--- src/rtl/p6_pkg.sv ---
// p6_pkg -- shared definitions for the p6 memory arbiter.
//
// Contents:
//   state_t             arbiter FSM encoding (IDLE, ACCESS, RESP)
//   GNT_NONE/CPU/LD     one-hot grant encodings, bit order {ld, cpu}
//   RR_CPU/RR_LD        encoding of the "last granted" requester used by
//                       the round-robin arbiter
package p6_pkg;

  typedef enum logic [1:0] {
    IDLE   = 2'd0,
    ACCESS = 2'd1,
    RESP   = 2'd2
  } state_t;

  localparam logic [1:0] GNT_NONE = 2'b00;
  localparam logic [1:0] GNT_CPU  = 2'b01;
  localparam logic [1:0] GNT_LD   = 2'b10;

  localparam logic RR_CPU = 1'b0;
  localparam logic RR_LD  = 1'b1;

endpackage

--- src/rtl/p6_arb_pick.sv ---
// p6_arb_pick -- combinational winner select for the p6 memory arbiter.
//
// Ports:
//   cpu_req  in   CPU request pending
//   ld_req   in   loader request pending
//   rr_last  in   requester granted last (RR_CPU / RR_LD); on contention the
//                 other requester wins
//   grant    out  one-hot {ld, cpu} winner, GNT_NONE when nobody requests
module p6_arb_pick
  import p6_pkg::*;
(
  input  logic       cpu_req,
  input  logic       ld_req,
  input  logic       rr_last,
  output logic [1:0] grant
);

  // NOTE: every signal written in always_comb gets a default first, so no
  // path through the block can leave it unassigned and infer a latch.
  always_comb begin
    grant = GNT_NONE;
    if (cpu_req && ld_req) begin
      grant = (rr_last == RR_LD) ? GNT_CPU : GNT_LD;
    end else if (cpu_req) begin
      grant = GNT_CPU;
    end else if (ld_req) begin
      grant = GNT_LD;
    end
  end

endmodule

--- src/rtl/p6_mem_arbiter.sv ---
// p6_mem_arbiter -- two-master arbiter in front of one single-port RAM.
//
// A CPU and a program loader share a synchronous-read RAM. Each transaction
// takes exactly three cycles: IDLE (request sampled and latched), ACCESS
// (RAM driven, write strobe for writes), RESP (one-cycle ack, read data).
//
// Configuration macro:
//   P6_ARB_RR_EN  defined   -> round-robin on contention (rr_last register)
//                 undefined -> fixed priority, loader always wins
//
// Parameters:
//   ADDR_W  RAM address width
//   DATA_W  RAM data width
//
// Ports:
//   clk                          rising-edge clock
//   reset                        synchronous, active-high reset
//   cpu_req/we/addr/wdata        CPU request channel
//   cpu_ack, cpu_rdata           CPU response channel
//   ld_req/we/addr/wdata         loader request channel
//   ld_ack, ld_rdata             loader response channel
//   ram_addr, ram_we, ram_wdata  RAM drive
//   ram_rdata                    RAM read data, valid one clock after address
//   busy                         high while not IDLE
//   grant                        one-hot {ld, cpu} owner of current transaction
module p6_mem_arbiter
  import p6_pkg::*;
#(
  parameter int ADDR_W = 8,
  parameter int DATA_W = 16
) (
  input  logic              clk,
  input  logic              reset,
  input  logic              cpu_req,
  input  logic              cpu_we,
  input  logic [ADDR_W-1:0] cpu_addr,
  input  logic [DATA_W-1:0] cpu_wdata,
  output logic              cpu_ack,
  output logic [DATA_W-1:0] cpu_rdata,
  input  logic              ld_req,
  input  logic              ld_we,
  input  logic [ADDR_W-1:0] ld_addr,
  input  logic [DATA_W-1:0] ld_wdata,
  output logic              ld_ack,
  output logic [DATA_W-1:0] ld_rdata,
  output logic [ADDR_W-1:0] ram_addr,
  output logic              ram_we,
  output logic [DATA_W-1:0] ram_wdata,
  input  logic [DATA_W-1:0] ram_rdata,
  output logic              busy,
  output logic [1:0]        grant
);

  state_t              state_q, state_d;
  logic [1:0]          grant_q;
  logic [1:0]          pick_grant;
  logic                lat_we;
  logic [ADDR_W-1:0]   lat_addr;
  logic [DATA_W-1:0]   lat_wdata;
  logic [DATA_W-1:0]   cpu_rdata_q;
  logic [DATA_W-1:0]   ld_rdata_q;
  logic                rr_last;
  logic                take;

`ifdef P6_ARB_RR_EN
  logic rr_last_q;

  always_ff @(posedge clk) begin
    if (reset) begin
      rr_last_q <= RR_LD;
    end else if (take) begin
      rr_last_q <= (pick_grant == GNT_LD) ? RR_LD : RR_CPU;
    end
  end

  assign rr_last = rr_last_q;
`else
  // Fixed priority is the round-robin picker told that the CPU always went
  // last, so the loader wins every contention.
  assign rr_last = RR_CPU;
`endif

  p6_arb_pick u_pick (
    .cpu_req (cpu_req),
    .ld_req  (ld_req),
    .rr_last (rr_last),
    .grant   (pick_grant)
  );

  assign take = (state_q == IDLE) && (pick_grant != GNT_NONE);

  always_comb begin
    state_d = state_q;
    unique case (state_q)
      IDLE:    if (take) state_d = ACCESS;
      ACCESS:  state_d = RESP;
      RESP:    state_d = IDLE;
      default: state_d = IDLE;
    endcase
  end

  // NOTE: sequential state uses non-blocking assignments so every register
  // samples the pre-edge value of its inputs, independent of statement order.
  always_ff @(posedge clk) begin
    if (reset) begin
      state_q     <= IDLE;
      grant_q     <= GNT_NONE;
      lat_we      <= 1'b0;
      lat_addr    <= '0;
      lat_wdata   <= '0;
      cpu_rdata_q <= '0;
      ld_rdata_q  <= '0;
    end else begin
      state_q <= state_d;
      if (take) begin
        grant_q <= pick_grant;
        if (pick_grant == GNT_LD) begin
          lat_we    <= ld_we;
          lat_addr  <= ld_addr;
          lat_wdata <= ld_wdata;
        end else begin
          lat_we    <= cpu_we;
          lat_addr  <= cpu_addr;
          lat_wdata <= cpu_wdata;
        end
      end
      if (state_q == RESP) begin
        grant_q <= GNT_NONE;
        if (!lat_we && grant_q == GNT_CPU) cpu_rdata_q <= ram_rdata;
        if (!lat_we && grant_q == GNT_LD)  ld_rdata_q  <= ram_rdata;
      end
    end
  end

  assign busy      = (state_q != IDLE);
  assign grant     = grant_q;
  assign ram_addr  = lat_addr;
  assign ram_wdata = lat_wdata;
  // Gating with reset keeps a reset that lands on ACCESS from committing the
  // write at that same edge.
  assign ram_we    = (state_q == ACCESS) && lat_we && !reset;

  assign cpu_ack   = (state_q == RESP) && (grant_q == GNT_CPU);
  assign ld_ack    = (state_q == RESP) && (grant_q == GNT_LD);

  // Read data is visible during the ack cycle and held afterwards.
  assign cpu_rdata = (cpu_ack && !lat_we) ? ram_rdata : cpu_rdata_q;
  assign ld_rdata  = (ld_ack  && !lat_we) ? ram_rdata : ld_rdata_q;

endmodule

--- config.mk ---
export PLATFORM = sky130hd
export DESIGN_NAME = p6_mem_arbiter
export DESIGN_NICKNAME = d
export VERILOG_FILES = /design/src/rtl/p6_pkg.sv /design/src/rtl/p6_arb_pick.sv /design/src/rtl/p6_mem_arbiter.sv
export SDC_FILE = /design/constraint.sdc
export NUM_CORES = 1
export LEC_CHECK = 0
export CELL_PAD_IN_SITES_DETAIL_PLACEMENT = 0
export CELL_PAD_IN_SITES_GLOBAL_PLACEMENT = 1
export CORE_ASPECT_RATIO = 0.6
export CORE_UTILIZATION = 32
export DETAILED_ROUTE_END_ITERATION = 12
export PLACE_DENSITY_LB_ADDON = 0.1
export SLEW_MARGIN = 15
export SYNTH_ARGS = -nofsm -noshare
export SYNTH_HDL_FRONTEND = slang
export SYNTH_SLANG_ARGS = --single-unit
--- constraint.sdc ---
create_clock -name clk -period 2.8 [get_ports clk]
set_clock_uncertainty 0.05 [all_clocks]
set_input_delay 0.84 -clock clk [delete_from_list [all_inputs] [get_ports clk]]
set_output_delay 0.84 -clock clk [all_outputs]
set_load 0.02 [all_outputs]
==> results.md <==
- Cts bufs inserted: 9
- Chip Width: 129 um
- P&R area growth vs syn: 59.8%
- WHS: 0.420 ns
- Clock Latency Late Sink: 0.32 ns
- Crit path buf inv count: 4
- Worst-margin pin slew: 1.03 ns
- Clock H-tree levels: 3
- Post-route worst setup slack: -0.0596 ns
- Startpoint types: flip-flop
- Failing checks: negative setup slack
- Fin crit period: 2.86 ns
- Sw Ratio: 0.249
- GPL Wtd Cong: 0.725
- Peak supply drop: 0.000302 V
- Max-cap violations: 0
- Total of warnings raised by yosys: 0
- Final setup viols: 4
- Cell with the most instances after synthesis: dfxtp_1
- #FFs+latches synth: 61
- CP Max Fanout: 5
- Crit-path most repeated cell: buf_6
- Routed len/inst: 14.7 um
- Post-synth top cells: dfxtp_1, mux2i_1, nand2b_1
- Critical Path, Cell by Cell: or2b_1, buf_6, nor3_4, buf_12, buf_6, mux2_4, buf_6
- Vias post-DR: 2,690
- Clock slew seen by the registers of the worst setup and hold paths: 0.05 ns
- Top-area cell type share of the netlist area: 0.395
- Nets: 520
- P_int: 1.88 mW
- Share of cells above drive strength 1: 0.268
- Status: finished, violations left
- Row cnt: 27
- Worst Reg-to-Reg Cells: 5
- DR iter-0 viols: 58
- Largest net degree at the start of global routing: 77
- CTS tree: built
- Main area contributors after synthesis: dfxtp_1, mux2i_1, mux2_2, nand2b_1, a211oi_1
- Critical path class: flip-flop to output pin
- Number of global-route vias before repair: 2,590
- Initial Util: 0.333
- Top Ports: 132
- PortBufs: 131
- Clk root buf: clkbuf_16
- Die area: 0.0101 mm2
- PwrDens: 508 mW/mm2
- Clock buffer depth: 2
- Worst Hold Launch: cpu_rdata_q[0]
- Post-synthesis sequential area ratio: 0.395
- Hpwl dp: 5.66 mm
- DRC: 0
- Standby leakage power: 2.16 nW
- CP endpoint kind: output pin
- GRT Residual Overflow: 0
- Flop2flop setup slack: 0.61 ns
- Ys flop type: dfxtp_1
- Hold path cells: 2
- End of the worst register-to-register path: ram_wdata[10]
- Logic gate share of total power: 0.198
- Crit path launch: grant[0]
- Distinct cells, synth: 25
- Global-route usage over all layers: 0.177
- Mapped Area: 0.00309 mm2
- Hold Buf Count CTS: 0
- Setup_tns: -0.156 ns
- Slowest CP cell: dfxtp_2
- Placed Cells: 554
- Worst path max stage delay: 0.32 ns
- ANT nets after route: 0
- Final wirelength: 8.59 mm
- Number of synthesized flops with an enable pin: 0
- Period utilization: 1.02
- Worst r2r src: state_q[1]
- Unrepaired setup endpoints after global routing: yes
- Hold path endpoint: cpu_rdata_q[0]
- N_diodes: 0
- Post-Syn Area per Cell: 10.4 um2
- Area leader, netlist: dfxtp_1
- Via-to-Cell Ratio: 4.60
- Post-synth ARST share: 0
- Worst min-delay path class: flip-flop to flip-flop
- Data required time at the worst endpoint: 1.91 ns
- Die height: 78.1 um
- CORE AREA: 0.00929 mm2
- Syn Nets: 367
- Top delay family on crit path: buffers and inverters
- Critical Path AT: 1.97 ns
- Achievable frequency: 350 MHz
- Drt pass-1 iters: 4
- Clock sink total: 61
- Post-Layout Cell Count: 585
- # fillers: 849
- Clock power frac: 0.425
- Rel. slew slack: 0.316
- Sw Pwr: 0.626 mW
- Final hold violations: 0
- Pins over their slew limit: 0
- Mapped Cells: 297
- Seq pwr share: 0.377
- Initial antenna violation count: 0
- First-pass GRT wire length: 13.6 mm
## layout by cell type, fill, tap and decap left out
master            n
o21ai_0           1
mux2_2           23
clkbuf_1          3
dlygate4sd2_1     1
or2b_1            1
mux2i_1          57
nand2b_4          1
dlymetal6s2s_1    1
or3_1             1
inv_1             1
o22ai_1           1
dfxtp_2           2
clkbuf_16         9
buf_4            28
nor2_2            1
a21oi_1          26
and2_1            2
a211oi_1         25
clkbuf_2          7
buf_6            13
nor3b_1           1
nor3_4            2
mux2_4            9
nand2b_1         49
buf_12            3
clkdlybuf4s50_1  95
dfxtp_1          59
or2_1             1
clkbuf_8          4
nor2b_1           2
or3_4             1
nor2_1            5
buf_2            19
nand2_1           1
## metrics by stage
stage	setup slack [ns]	util	instance area [um2]	total power, mW
floorplan	0.230	-	3090	1.21
global placement	-0.218	0.495	4600	1.46
detailed placement	-0.219	0.495	4600	1.46
CTS	-0.0687	0.527	4900	2.54
global route	-0.155	0.532	4940	2.64
finish	-0.0596	0.532	4940	2.51
## layout make-up
cell class / instances / area, um2 / area share
clock buffer: 16 / 292 / 0.0590
tap: 130 / 163 / 0.0329
multi-input combinational: 210 / 1740 / 0.352
sequential: 61 / 1220 / 0.248
timing repair buffer: 167 / 1520 / 0.307
inverter: 1 / 3.75 / 0.000760
## timing repair
item,in CTS,in global routing
cloned,1,0
endpoints found under the setup margin,33,29
pin swaps,0,1
gates resized for setup,109,44
setup buffers,6,9
## tightest hold or removal path: stages, from the launching register on
cell and delay, ns:
dfxtp_1 0.30, nand2b_1 0.06, mux2i_1 0.06
## kinds of logic after synthesis
family,count (synthesis),share of synthesized area
buffers and inverters,26,0.0550
flip-flops,61,0.395
multiplexers,89,0.306
AND/OR/NAND/NOR,68,0.138
AO/OA/AOI/OAI,53,0.106
## registers in the layout, indices dropped and copies added (netlist names)
name and count:
state_q 2, grant 2, ram_wdata 16, lat_we 1
ld_rdata_q 16, ram_addr 8, cpu_rdata_q 16
## power groups by stage
stage,Combinational (mW),Sequential [mW],Clock [mW]
detailed placement,0.495,0.963,0
finish,0.497,0.947,1.07
floorplan,0.190,1.02,0
global placement,0.494,0.962,0
global route,0.535,0.952,1.15
CTS,0.497,0.947,1.09
## worst max-delay path by stage
stage / end / depth (start not counted) / slack, ns
after global placement: cpu_rdata[7] / 3 / -0.22
after CTS: cpu_rdata[13] / 7 / -0.07
after detailed placement: cpu_rdata[7] / 3 / -0.22
final: cpu_rdata[11] / 7 / -0.06
after global routing: cpu_rdata[11] / 7 / -0.16
after floorplan: cpu_rdata[13] / 4 / 0.23
## metal layers
layer  global-route usage  up-vias  wire length, um
met1                0.252     1231             4500
met5                    0        -                0
met3               0.0579       11              563
li1                     -     1368                -
met4               0.0624        0              100
met2                0.246       80             3430
Power figures use the tool's default switching activity.
